==> src/rtl/branch_ctrl_pkg.sv <==
// Shared branch encodings and controller state type for the branch controller slice.
package branch_ctrl_pkg;

    localparam logic [2:0] BR_JMP = 3'b100;
    localparam logic [2:0] BR_JZ  = 3'b101;
    localparam logic [2:0] BR_JN  = 3'b110;
    localparam logic [2:0] BR_JC  = 3'b111;

    typedef enum logic {
        ST_IDLE  = 1'b0,
        ST_FLUSH = 1'b1
    } bc_state_t;

endpackage

==> src/rtl/branch_logic.sv <==
// Combinational branch decision: JMP always, JZ/JN/JC on the matching flag.
import branch_ctrl_pkg::*;

module branch_logic (
    input  logic       valid,
    input  logic [2:0] code,
    input  logic       fz,
    input  logic       fn,
    input  logic       fc,
    output logic       taken
);

    always_comb begin
        taken = 1'b0;
        if (valid) begin
            case (code)
                BR_JMP:  taken = 1'b1;
                BR_JZ:   taken = fz;
                BR_JN:   taken = fn;
                BR_JC:   taken = fc;
                default: taken = 1'b0;
            endcase
        end
    end

endmodule

==> src/rtl/branch_ctrl.sv <==
// EX-stage branch controller: registered flags, redirect pulse, fixed-length pipeline flush.
import branch_ctrl_pkg::*;

module branch_ctrl #(
    parameter int unsigned PC_W      = 32,
    parameter int unsigned FLUSH_CYC = 2
) (
    input  logic            clk,
    input  logic            rst,
    input  logic            stall,
    input  logic            ex_valid,
    input  logic [2:0]      ex_branch,
    input  logic [PC_W-1:0] ex_target,
    input  logic            flag_we,
    input  logic            alu_z,
    input  logic            alu_n,
    input  logic            alu_c,
    output logic            flag_z,
    output logic            flag_n,
    output logic            flag_c,
    output logic            pc_sel,
    output logic [PC_W-1:0] pc_target,
    output logic            flush,
    output logic            busy,
    output logic [15:0]     taken_cnt
);

    localparam logic [1:0] FLUSH_INIT = 2'(FLUSH_CYC - 1);

    bc_state_t       state_q, state_d;
    logic [1:0]      fcnt_q, fcnt_d;
    logic [15:0]     taken_q, taken_d;
    logic            fz_q, fn_q, fc_q;
    logic            pc_sel_q;
    logic [PC_W-1:0] pc_target_q;
    logic            dec_valid, dec_taken, take, flag_ld;

    branch_logic u_branch_logic (
        .valid (dec_valid),
        .code  (ex_branch),
        .fz    (fz_q),
        .fn    (fn_q),
        .fc    (fc_q),
        .taken (dec_taken)
    );

    always_comb begin
        dec_valid = ex_valid && (state_q == ST_IDLE);
        take      = dec_taken && !stall;
        flag_ld   = flag_we && ex_valid && !stall && (state_q == ST_IDLE);
        state_d   = state_q;
        fcnt_d    = fcnt_q;
        taken_d   = taken_q;
        flush     = 1'b0;
        busy      = 1'b0;
        case (state_q)
            ST_IDLE: begin
                if (take) begin
                    state_d = ST_FLUSH;
                    fcnt_d  = FLUSH_INIT;
                    if (taken_q != '1) taken_d = taken_q + 16'd1;
                end
            end
            ST_FLUSH: begin
                flush = 1'b1;
                busy  = 1'b1;
                // Shadow instructions are squashed; only an unstalled cycle advances the flush.
                if (!stall) begin
                    if (fcnt_q == 2'd0) state_d = ST_IDLE;
                    else                fcnt_d  = fcnt_q - 2'd1;
                end
            end
            default: state_d = ST_IDLE;
        endcase
    end

    always_ff @(posedge clk) begin
        if (rst) begin
            state_q     <= ST_IDLE;
            fcnt_q      <= '0;
            taken_q     <= '0;
            fz_q        <= 1'b0;
            fn_q        <= 1'b0;
            fc_q        <= 1'b0;
            pc_sel_q    <= 1'b0;
            pc_target_q <= '0;
        end else begin
            state_q  <= state_d;
            fcnt_q   <= fcnt_d;
            taken_q  <= taken_d;
            // Redirect pulse clears on the next edge even under stall, so it never repeats.
            pc_sel_q <= take;
            if (take) pc_target_q <= ex_target;
            if (flag_ld) begin
                fz_q <= alu_z;
                fn_q <= alu_n;
                fc_q <= alu_c;
            end
        end
    end

    assign flag_z    = fz_q;
    assign flag_n    = fn_q;
    assign flag_c    = fc_q;
    assign pc_sel    = pc_sel_q;
    assign pc_target = pc_target_q;
    assign taken_cnt = taken_q;

endmodule

==> config.mk <==
export PLATFORM = sky130hd
export DESIGN_NAME = branch_ctrl
export DESIGN_NICKNAME = d
export VERILOG_FILES = /design/src/rtl/branch_ctrl_pkg.sv /design/src/rtl/branch_logic.sv /design/src/rtl/branch_ctrl.sv
export SDC_FILE = /design/constraint.sdc
export NUM_CORES = 1
export LEC_CHECK = 0
export ABC_AREA = 1
export BUFFER_PORTS_ARGS = -buffer_cell sky130_fd_sc_hd__buf_2
export CAP_MARGIN = 40
export CELL_PAD_IN_SITES_DETAIL_PLACEMENT = 0
export CELL_PAD_IN_SITES_GLOBAL_PLACEMENT = 1
export CORE_MARGIN = 4
export CORE_UTILIZATION = 29
export DETAILED_ROUTE_END_ITERATION = 8
export HOLD_SLACK_MARGIN = 0.1
export PLACE_DENSITY = 0.77
export SLEW_MARGIN = 20
export SYNTH_ARGS = -nofsm -noshare
export SYNTH_HDL_FRONTEND = slang
export SYNTH_HIERARCHICAL = 1
export SYNTH_SLANG_ARGS = --single-unit
==> constraint.sdc <==
create_clock -name clk -period 1.63 [get_ports clk]
set_clock_uncertainty 0.05 [all_clocks]
set_input_delay 0.0815 -clock clk [delete_from_list [all_inputs] [get_ports clk]]
set_output_delay 0.0815 -clock clk [all_outputs]
set_load 0.01 [all_outputs]
==> results of run 1 <==
power by group:
part           total, W  internal (W)  switching, W
registers       0.00140       0.00138     0.0000175
clock network  0.000749      0.000301      0.000448
logic          0.000322      0.000173      0.000149
total           0.00247       0.00185      0.000615
repair_timing:
item,4_1_cts,5_1_grt
endpoints found under the hold margin,43,0
gates resized for setup,1,19
setup endpoints to repair,2,31
buffers inserted,0,2
pin swaps,1,8
hold buffers,37,0
per-layer routing:
metal	GRT usage (%)	up-vias
met5	0	-
met4	2.84	0
met3	4.39	5
met2	24.1	73
met1	18.4	1154
li1	-	1349
flip-flops by register name, summed over array words and instances, names as in the netlist:
register   count
flag_n         1
state_q        1
pc_sel         1
flag_c         1
taken_cnt     16
pc_target     32
fcnt_q         2
flag_z         1
worst max-delay path, stage by stage, from the launching register on:
cell	delay, ns
dfxtp_2	0.33
nor2_2	0.09
nand2_1	0.06
inv_1	0.04
nand2_1	0.05
nor2_2	0.08
nand2_2	0.08
nor2_4	0.20
inv_4	0.08
nor2_4	0.21
nand2_1	0.08
a21oi_1	0.14
worst paths after layout:
kind,from,endpoint,slack (ns)
worst min-delay path,flag_we,flag_n$_SDFFE_PP0P_,0.15
worst min register to register,fcnt_q[1]$_SDFFE_PP0P_,fcnt_q[1]$_SDFFE_PP0P_,0.42
worst max-delay path,state_q$_SDFF_PP0_,taken_cnt[2]$_SDFFE_PP0P_,0.07
worst max register to register,state_q$_SDFF_PP0_,taken_cnt[2]$_SDFFE_PP0P_,0.07
cells by family after synthesis:
group,Yosys count,share of synthesized area (%)
flip-flops,55,46.4
AO/OA/AOI/OAI,55,11.8
AND/OR/NAND/NOR,186,33.0
adder cells (fa/ha/maj),2,1.05
buffers and inverters,35,6.59
XOR/XNOR,3,1.11
cells in the final DEF, fill, tap and decap left out, types with 2 or more instances in the layout:
master,synthesis,final
nand4_1,2,2
xor2_1,3,3
dlygate4sd3_1,0,37
dfxtp_2,0,2
nand3_1,13,12
dfxtp_1,55,53
inv_2,2,2
nand2_2,4,6
buf_4,1,19
nor2_2,3,9
o21ai_0,38,38
buf_2,3,96
nor2_1,109,101
a21oi_1,15,12
nor2_4,2,4
inv_1,19,18
a21oi_2,0,3
nand2_1,47,44
nand3_2,4,5
ha_1,2,2
clkbuf_8,1,5
area by class of cell:
type,instances,area (µm²)
Fill cell,829,4260
Multi-Input combinational cell,246,1170
Sequential cell,55,1100
Timing Repair Buffer,153,1010
Tap cell,102,128
Inverter,21,81.3
Clock buffer,5,68.8
Clock inverter,2,16.3
stage by stage:
stage	instances	setup TNS [ns]
2_1_floorplan	336	-0.00634
3_3_place_gp	538	0
3_5_place_dp	538	0
4_1_cts	582	0
5_1_grt	584	-1.73
6_report	584	0
==> impl_metrics.env, run 1 <==
export IMPL_initial_core_util_pct=30.2
export IMPL_yosysMostFrequentCell="nor2_1"
export IMPL_highest_layer="met4"
export IMPL_power_w=0.00247
export IMPL_nets=527
export IMPL_mappedNetlistArea_mm2=0.00237
export IMPL_grt_pass1_wl_um=11800
export IMPL_drt_vias_per_instance=4.42
export IMPL_finalInstanceArea_mm2=0.00358
export IMPL_cts_tree="done"
export IMPL_die_w_um=98.4
export IMPL_gr_total_overflow=0
export IMPL_met2_wirelength_um=3190
export IMPL_yosysTopAreaCell="dfxtp_1"
export IMPL_numClockSinks=55
export IMPL_yosysTopAreaCellShare_pct=46.4
export IMPL_period_needed_ns=1.56
export IMPL_drt_initial_drc_count=41
export IMPL_slew_violations=0
export IMPL_synth_avg_cell_area_um2=7.06
export IMPL_drive_gt1_share_pct=32.8
export IMPL_port_buffers=96
export IMPL_ys_seq_elements=55
export IMPL_clock_path_buffers=2
export IMPL_coreArea_mm2=0.00785
export IMPL_arrival_ns=1.75
export IMPL_hold_class="primary input to flip-flop"
export IMPL_die_area_mm2=0.00969
export IMPL_postPlaceCellArea_mm2=0.00306
export IMPL_min_path_cells=4
export IMPL_vias=2581
export IMPL_clkLatencyLatePin_ns=0.30
export IMPL_timing_final_ws_setup_ns=0.0650
export IMPL_drt_drc_violations_left=0
export IMPL_met3_length_um=490
export IMPL_dpl_hpwl_um=4800
export IMPL_grt_pass1_vias=2545
export IMPL_htree_num_levels=2
export IMPL_netlist_cell_type_count=25
export IMPL_wl_um=6800
export IMPL_drt_first_pass_iters=4
export IMPL_cap_violations=0
export IMPL_synth_edf_count=0
export IMPL_gr_usage_all_layers_pct=14.4
export IMPL_async_flop_share_pct=0
export IMPL_grt_max_degree=34
export IMPL_rows=32
export IMPL_fin_util_pct=45.7
export IMPL_antenna_found_initial=0
export IMPL_synth_area_leaders="dfxtp_1 (46%), nor2_1 (17%), o21ai_0 (8.0%)"
export IMPL_reg2reg_depth=11
export IMPL_wire_per_inst_um=11.6
export IMPL_rsz0062_at_grt="yes"
export IMPL_root_buffer="clkbuf_8"
export IMPL_place_ws_ns=0.00828
export IMPL_seq_area_frac_synth_pct=46.4
export IMPL_ant_nets=0
export IMPL_die_y_um=98.4
export IMPL_status="complete, no violations"
export IMPL_wl_met1_um=3070
export IMPL_synth_cells=336
export IMPL_whs_ns=0.148
export IMPL_max_freq_mhz=639
export IMPL_syn2layout_area_growth_pct=51.1
export IMPL_ir_drop_v=0.000424
export IMPL_crit_type="flip-flop to flip-flop"
export IMPL_crit_fanout=7
export IMPL_yosys_warnings=6
export IMPL_gp_congestion=0.814
export IMPL_setup_viol=0
export IMPL_finalHoldViolCount=0
export IMPL_cts_buffers=5
export IMPL_p_leak_nw=1.63
export IMPL_finalCritPeriodShare_pct=96.0
export IMPL_synth_common_cells="nor2_1 (109), dfxtp_1 (55), nand2_1 (47), o21ai_0 (38), inv_1 (19)"
export IMPL_antenna_cells=0
export IMPL_crit_path_end_kind="flip-flop"
export IMPL_tightest_slew_ns=0.298
export IMPL_clkTransAtPathRegs_ns=0.11
export IMPL_syn_num_nets=381
export IMPL_required_ns=1.81
export IMPL_critPathLaunchType="flip-flop"
export IMPL_synth_main_ff_cell="dfxtp_1"
export IMPL_p_per_area_mw_per_mm2=688
export IMPL_slew_headroom_pct=80.1
export IMPL_pin_count=97
(Power assumes the default switching activity.)
==> run 2, diff against run 1 <==
- CORE_UTILIZATION: 29 -> 30
- PLACE_DENSITY: 0.77 -> 0.78
- SYNTH_HIERARCHICAL: 1 -> default
==> impl_metrics.env, run 2 <==
export IMPL_status="complete, no violations"
export IMPL_arrival_ns=1.69
export IMPL_rows=32
export IMPL_grt_pass1_vias=2543
export IMPL_pwr_share_comb_pct=11.1
export IMPL_synth_edf_count=0
export IMPL_grt_pass1_wl_um=11500
export IMPL_switchingPower_w=0.000583
export IMPL_ir_drop_v=0.000296
export IMPL_drt_drc_violations_left=0
export IMPL_cap_violations=0
export IMPL_period_needed_ns=1.51
export IMPL_gp_congestion=0.766
export IMPL_numClockSinks=55
export IMPL_gr_total_overflow=0
export IMPL_synth_common_cells="nand2_1 (126), dfxtp_1 (55), a21oi_1 (39), nor2_1 (28), inv_1 (17)"
export IMPL_final_common_cell="nand2_1"
export IMPL_yosys_warnings=0
export IMPL_finalHoldViolCount=0
export IMPL_clkTransAtPathRegs_ns=0.09
export IMPL_wire_per_inst_um=12.1
export IMPL_die_y_um=98.9
export IMPL_netlist_cell_type_count=28
export IMPL_seq_area_frac_synth_pct=44.4
export IMPL_die_area_mm2=0.00978
export IMPL_drt_first_pass_iters=4
export IMPL_wl_um=7070
export IMPL_port_buffers=96
export IMPL_synth_area_leaders="dfxtp_1 (44%), nand2_1 (19%), a21oi_1 (7.9%)"
export IMPL_rsz0062_at_grt="no"
export IMPL_ant_nets=0
export IMPL_antenna_found_initial=0
export IMPL_layout_common_cells="nand2_1 (126), buf_2 (96), dfxtp_1 (50)"
export IMPL_fin_tns_setup_ns=0
export IMPL_whs_ns=0.122
export IMPL_regArea_mm2=0.00111
export IMPL_crit_fanout=16
export IMPL_coreArea_mm2=0.00789
export IMPL_yosysTopAreaCellShare_pct=44.4
export IMPL_finalCritPeriodShare_pct=92.7
export IMPL_async_flop_share_pct=0
export IMPL_slew_violations=0
export IMPL_grt_max_degree=36
export IMPL_yosysMostFrequentCell="nand2_1"
export IMPL_synth_avg_cell_area_um2=7.31
export IMPL_dpl_hpwl_um=4860
export IMPL_vias=2599
export IMPL_syn2layout_area_growth_pct=45.5
export IMPL_ys_seq_elements=55
export IMPL_drt_initial_drc_count=79
export IMPL_clkLatencyLatePin_ns=0.31
export IMPL_seqPwrFrac_pct=57.7
export IMPL_multi_input_area_mm2=0.00122
export IMPL_crit_type="flip-flop to flip-flop"
export IMPL_mappedNetlistArea_mm2=0.00248
export IMPL_cts_buffers=5
export IMPL_gr_usage_all_layers_pct=14.1
export IMPL_drt_vias_per_instance=4.46
export IMPL_largest_reg_flops=32
export IMPL_synth_cells=339
export IMPL_cts_tree="done"
export IMPL_clock_path_buffers=2
export IMPL_p_leak_nw=1.60
export IMPL_drive_gt1_share_pct=31.7
export IMPL_initial_core_util_pct=31.4
export IMPL_pin_count=97
export IMPL_crit_path_end_kind="flip-flop"
export IMPL_p_per_area_mw_per_mm2=661
export IMPL_die_w_um=98.9
export IMPL_yosysTopAreaCell="dfxtp_1"
export IMPL_slew_headroom_pct=73.2
export IMPL_hold_class="primary input to flip-flop"
export IMPL_htree_num_levels=2
export IMPL_p_int_w=0.00180
export IMPL_clkPwrFrac_pct=31.1
export IMPL_swShare_pct=24.5
export IMPL_required_ns=1.81
export IMPL_tightest_slew_ns=0.402
export IMPL_nets=524
export IMPL_synth_main_ff_cell="dfxtp_1"
export IMPL_nFillCells=802
export IMPL_root_buffer="clkbuf_8"
export IMPL_max_freq_mhz=662
export IMPL_setup_viol=0
export IMPL_syn_num_nets=384
export IMPL_critPathLaunchType="flip-flop"
-- run 2: changes by cell type after synthesis, sizes merged, moves of 3 or more --
cell and change:
nand2 +82, nor2 -81, xnor2 +5, o21ai -29, a21oi +32, nand4 +3, nand3 -8
-- run 2: what timing repair did --
item                                   4_1_cts  5_1_grt
resized for setup                            0       10
setup buffers                                0        1
hold buffers                                36        0
endpoints found under the hold margin       36        0
setup endpoints to repair                    0       21
-- run 2: layer usage --
metal / GRT usage (%) / vias up / routed length (µm)
li1: - / 1355 / -
met1: 16.6 / 1176 / 3100
met2: 24.6 / 60 / 3470
met3: 3.89 / 8 / 409
met4: 4.31 / 0 / 90
met5: 0 / - / 0
-- run 2: area by class of cell --
| type | instances | area share [%] |
|---|---|---|
| clock inverters | 3 | 0.416 |
| repair buffers | 147 | 27.1 |
| flip-flops and latches | 55 | 30.8 |
| inverters | 21 | 2.32 |
| multi-input cells | 249 | 33.8 |
| clock buffers | 5 | 1.91 |
| diodes | 1 | 0.0694 |
| well taps | 102 | 3.54 |
-- run 2: worst paths after layout --
kind,cells past startpoint,slack (ns),end,start
setup / recovery,9,0.12,taken_cnt[3]$_SDFFE_PP0P_,taken_cnt[0]$_SDFFE_PP0P_
hold / removal,4,0.12,flag_z$_SDFFE_PP0P_,flag_we
setup reg to reg,9,0.12,taken_cnt[3]$_SDFFE_PP0P_,taken_cnt[0]$_SDFFE_PP0P_
hold reg to reg,2,0.42,pc_target[4]$_SDFFE_PP0P_,pc_target[4]$_SDFFE_PP0P_
-- run 2: critical path, stage by stage, from the launching register on --
cell and delay (ns):
dfxtp_1 0.37, ha_2 0.21, nand3_2 0.10, inv_2 0.10
nand2_4 0.08, nor2_8 0.15, inv_4 0.06, nand2_8 0.12
nand2_1 0.06, a21oi_1 0.13
-- run 2: metrics by stage --
| step | total power, W | cells | area, µm² | utilization (%) | setup WS, ns |
|---|---|---|---|---|---|
| 3_5_place_dp | 0.00161 | 536 | 3120 | 39.6 | 0.0516 |
| 6_report | 0.00239 | 583 | 3610 | 45.7 | 0.120 |
| 5_1_grt | 0.00250 | 582 | 3600 | 45.7 | 0.00311 |
| 2_1_floorplan | 0.00151 | 339 | 2480 | - | 0.0354 |
| 4_1_cts | 0.00242 | 580 | 3570 | 45.2 | 0.0288 |
| 3_3_place_gp | 0.00161 | 536 | 3120 | 39.6 | 0.0860 |
-- run 2: power groups by stage --
stage	combinational [W]	sequential (W)	clock, W
finish	0.000266	0.00138	0.000742
floorplan	0.0000888	0.00142	0
global route	0.000294	0.00138	0.000829
CTS	0.000264	0.00138	0.000774
detailed placement	0.000199	0.00141	0
global placement	0.000196	0.00141	0
-- run 2: logic make-up after synthesis --
group | synth area share, %
flip-flops | 44.4
buffers and inverters | 7.02
AO/OA/AOI/OAI | 13.0
XOR/XNOR | 2.47
AND/OR/NAND/NOR | 32.1
adder cells (fa/ha/maj) | 1.01
==> run 3, diff against run 2 <==
- PLACE_DENSITY: 0.78 -> default
- PLACE_DENSITY_LB_ADDON: default -> 0.1
==> impl_metrics.env, run 3 (synthesized netlist as in run 2, its figures left out) <==
export IMPL_status="complete, no violations"
export IMPL_tightest_slew_ns=0.293
export IMPL_wl_um=7140
export IMPL_p_leak_nw=1.64
export IMPL_ant_nets=0
export IMPL_fin_tns_setup_ns=0
export IMPL_root_buffer="clkbuf_8"
export IMPL_gr_total_overflow=0
export IMPL_slew_violations=0
export IMPL_period_needed_ns=1.50
export IMPL_crit_path_max_incr_delay_ns=0.38
export IMPL_layout_common_cells="nand2_1 (126), buf_2 (96), dfxtp_1 (51)"
export IMPL_rsz0062_at_grt="no"
export IMPL_reg2reg_slack_ns=0.13
export IMPL_setup_viol=0
export IMPL_required_ns=1.79
export IMPL_crit_type="flip-flop to flip-flop"
export IMPL_finalHoldViolCount=0
export IMPL_die_w_um=98.9
export IMPL_drt_vias_per_instance=4.38
export IMPL_die_area_mm2=0.00978
export IMPL_cts_tree="done"
export IMPL_dpl_hpwl_um=5020
export IMPL_nets=529
export IMPL_gp_congestion=0.779
export IMPL_p_per_area_mw_per_mm2=708
export IMPL_arrival_ns=1.66
export IMPL_dp_cells=539
export IMPL_stdcell_count=587
export IMPL_cp_startpoint="taken_cnt[0]$_SDFFE_PP0P_"
export IMPL_whs_ns=0.138
export IMPL_finalCritPeriodShare_pct=92.1
export IMPL_power_w=0.00261
export IMPL_grt_max_degree=33
export IMPL_port_buffers=96
export IMPL_clkTransAtPathRegs_ns=0.10
export IMPL_regToRegStartpoint="taken_cnt[0]$_SDFFE_PP0P_"
export IMPL_max_freq_mhz=666
export IMPL_antenna_found_initial=0
export IMPL_critPathLaunchType="flip-flop"
export IMPL_hold_class="primary input to flip-flop"
export IMPL_drive_gt1_share_pct=31.8
export IMPL_drt_first_pass_iters=4
export IMPL_final_common_cell="nand2_1"
export IMPL_drt_drc_violations_left=0
export IMPL_antenna_cells=0
export IMPL_clkLatencyLatePin_ns=0.31
export IMPL_ir_drop_v=0.000398
export IMPL_cts_buffers=5
export IMPL_numClockSinks=55
export IMPL_grt_pass1_vias=2450
export IMPL_slew_headroom_pct=80.4
export IMPL_clock_path_buffers=2
export IMPL_vias=2570
export IMPL_drt_initial_drc_count=45
export IMPL_gr_usage_all_layers_pct=14.1
export IMPL_rows=32
export IMPL_cp_cell_sequence="ha_1 > nand3_2 > inv_2 > nand2_4 > nor2_8 > nor2_4 > buf_12 > o21ai_1 > nor2_1"
export IMPL_critPathCapture="taken_cnt[1]$_SDFFE_PP0P_"
export IMPL_largest_reg_flops=32
export IMPL_crit_fanout=16
export IMPL_fin_util_pct=46.7
export IMPL_syn2layout_area_growth_pct=48.7
export IMPL_die_y_um=98.9
export IMPL_coreArea_mm2=0.00789
export IMPL_grt_pass1_wl_um=11500
export IMPL_critPathSlowestCell="dfxtp_4"
export IMPL_rr_endpoint="taken_cnt[1]$_SDFFE_PP0P_"
export IMPL_wire_per_inst_um=12.2
export IMPL_nFillCells=824
export IMPL_reg2reg_depth=9
export IMPL_initial_core_util_pct=31.4
export IMPL_pin_count=97
export IMPL_cap_violations=0
export IMPL_htree_num_levels=2
export IMPL_crit_path_end_kind="flip-flop"
==> run 3: changes by cell type in the layout (fill, tap and decap cells not counted), moves of 2 or more <==
cell | before | now
o21ai_1 | 0 | 2
clkinv_2 | 3 | 0
buf_4 | 13 | 17
o21ai_0 | 10 | 8
==> run 3: report_power, final <==
| part | internal, W | leakage, nW | switching (W) |
|---|---|---|---|
| Sequential | 0.00136 | 0.447 | 0.0000138 |
| Clock | 0.000467 | 0.0587 | 0.000492 |
| Combinational | 0.000148 | 1.14 | 0.000123 |
| Total | 0.00198 | 1.64 | 0.000629 |
==> run 3: repair_timing <==
| item | CTS | global route |
|---|---|---|
| pin swaps | 1 | 0 |
| setup endpoints to repair | 1 | 35 |
| hold buffers | 37 | 0 |
| cloned | 0 | 1 |
| endpoints found under the hold margin | 37 | 0 |
| buffers inserted | 1 | 1 |
| gates resized for setup | 0 | 9 |
==> run 3: worst max-delay path, delay by kind of cell (launching register included) <==
kind | cells | cell delay (ns)
and+or+nand+nor | 5 | 0.43
DFF | 1 | 0.38
buffers and inverters | 2 | 0.25
adders and majority gates | 1 | 0.18
AOI/OAI and AO/OA | 1 | 0.11
==> run 3: area by class of cell <==
type | count | area (µm²) | area share [%]
tap | 102 | 128 | 3.46
timing repair buffer | 153 | 1040 | 28.3
sequential | 55 | 1110 | 30.1
clock buffer | 5 | 68.8 | 1.87
inverter | 21 | 83.8 | 2.27
multi-input combinational | 248 | 1200 | 32.7
clock inverter | 3 | 47.5 | 1.29
==> run 3: how the worst min path moves through the flow <==
stage                                       endpoint  depth (start not counted)  slack, ns     startpoint
after floorplan            pc_target[0]$_SDFFE_PP0P_                          2       0.17   ex_target[0]
after global routing             flag_z$_SDFFE_PP0P_                          4       0.15        flag_we
after detailed placement  pc_target[27]$_SDFFE_PP0P_                          3       0.29  ex_target[27]
after global placement     pc_target[3]$_SDFFE_PP0P_                          3       0.28   ex_target[3]
final                            flag_c$_SDFFE_PP0P_                          4       0.14        flag_we
after CTS                        flag_c$_SDFFE_PP0P_                          4       0.14        flag_we
==> run 3: through the flow <==
step,instance area [µm²],setup WS [ns]
after floorplan,2480,0.0354
after global placement,3130,0.0870
after detailed placement,3130,0.0218
after CTS,3640,0.0366
after global routing,3690,0.00531
final,3690,0.129
==> run 3: metal layers <==
metal | vias up | wire [µm] | GRT usage (%)
met3 | 4 | 451 | 4.03
met5 | - | 0 | 0
li1 | 1358 | - | -
met4 | 0 | 71 | 3.47
met1 | 1143 | 3340 | 18.2
met2 | 65 | 3280 | 23.1
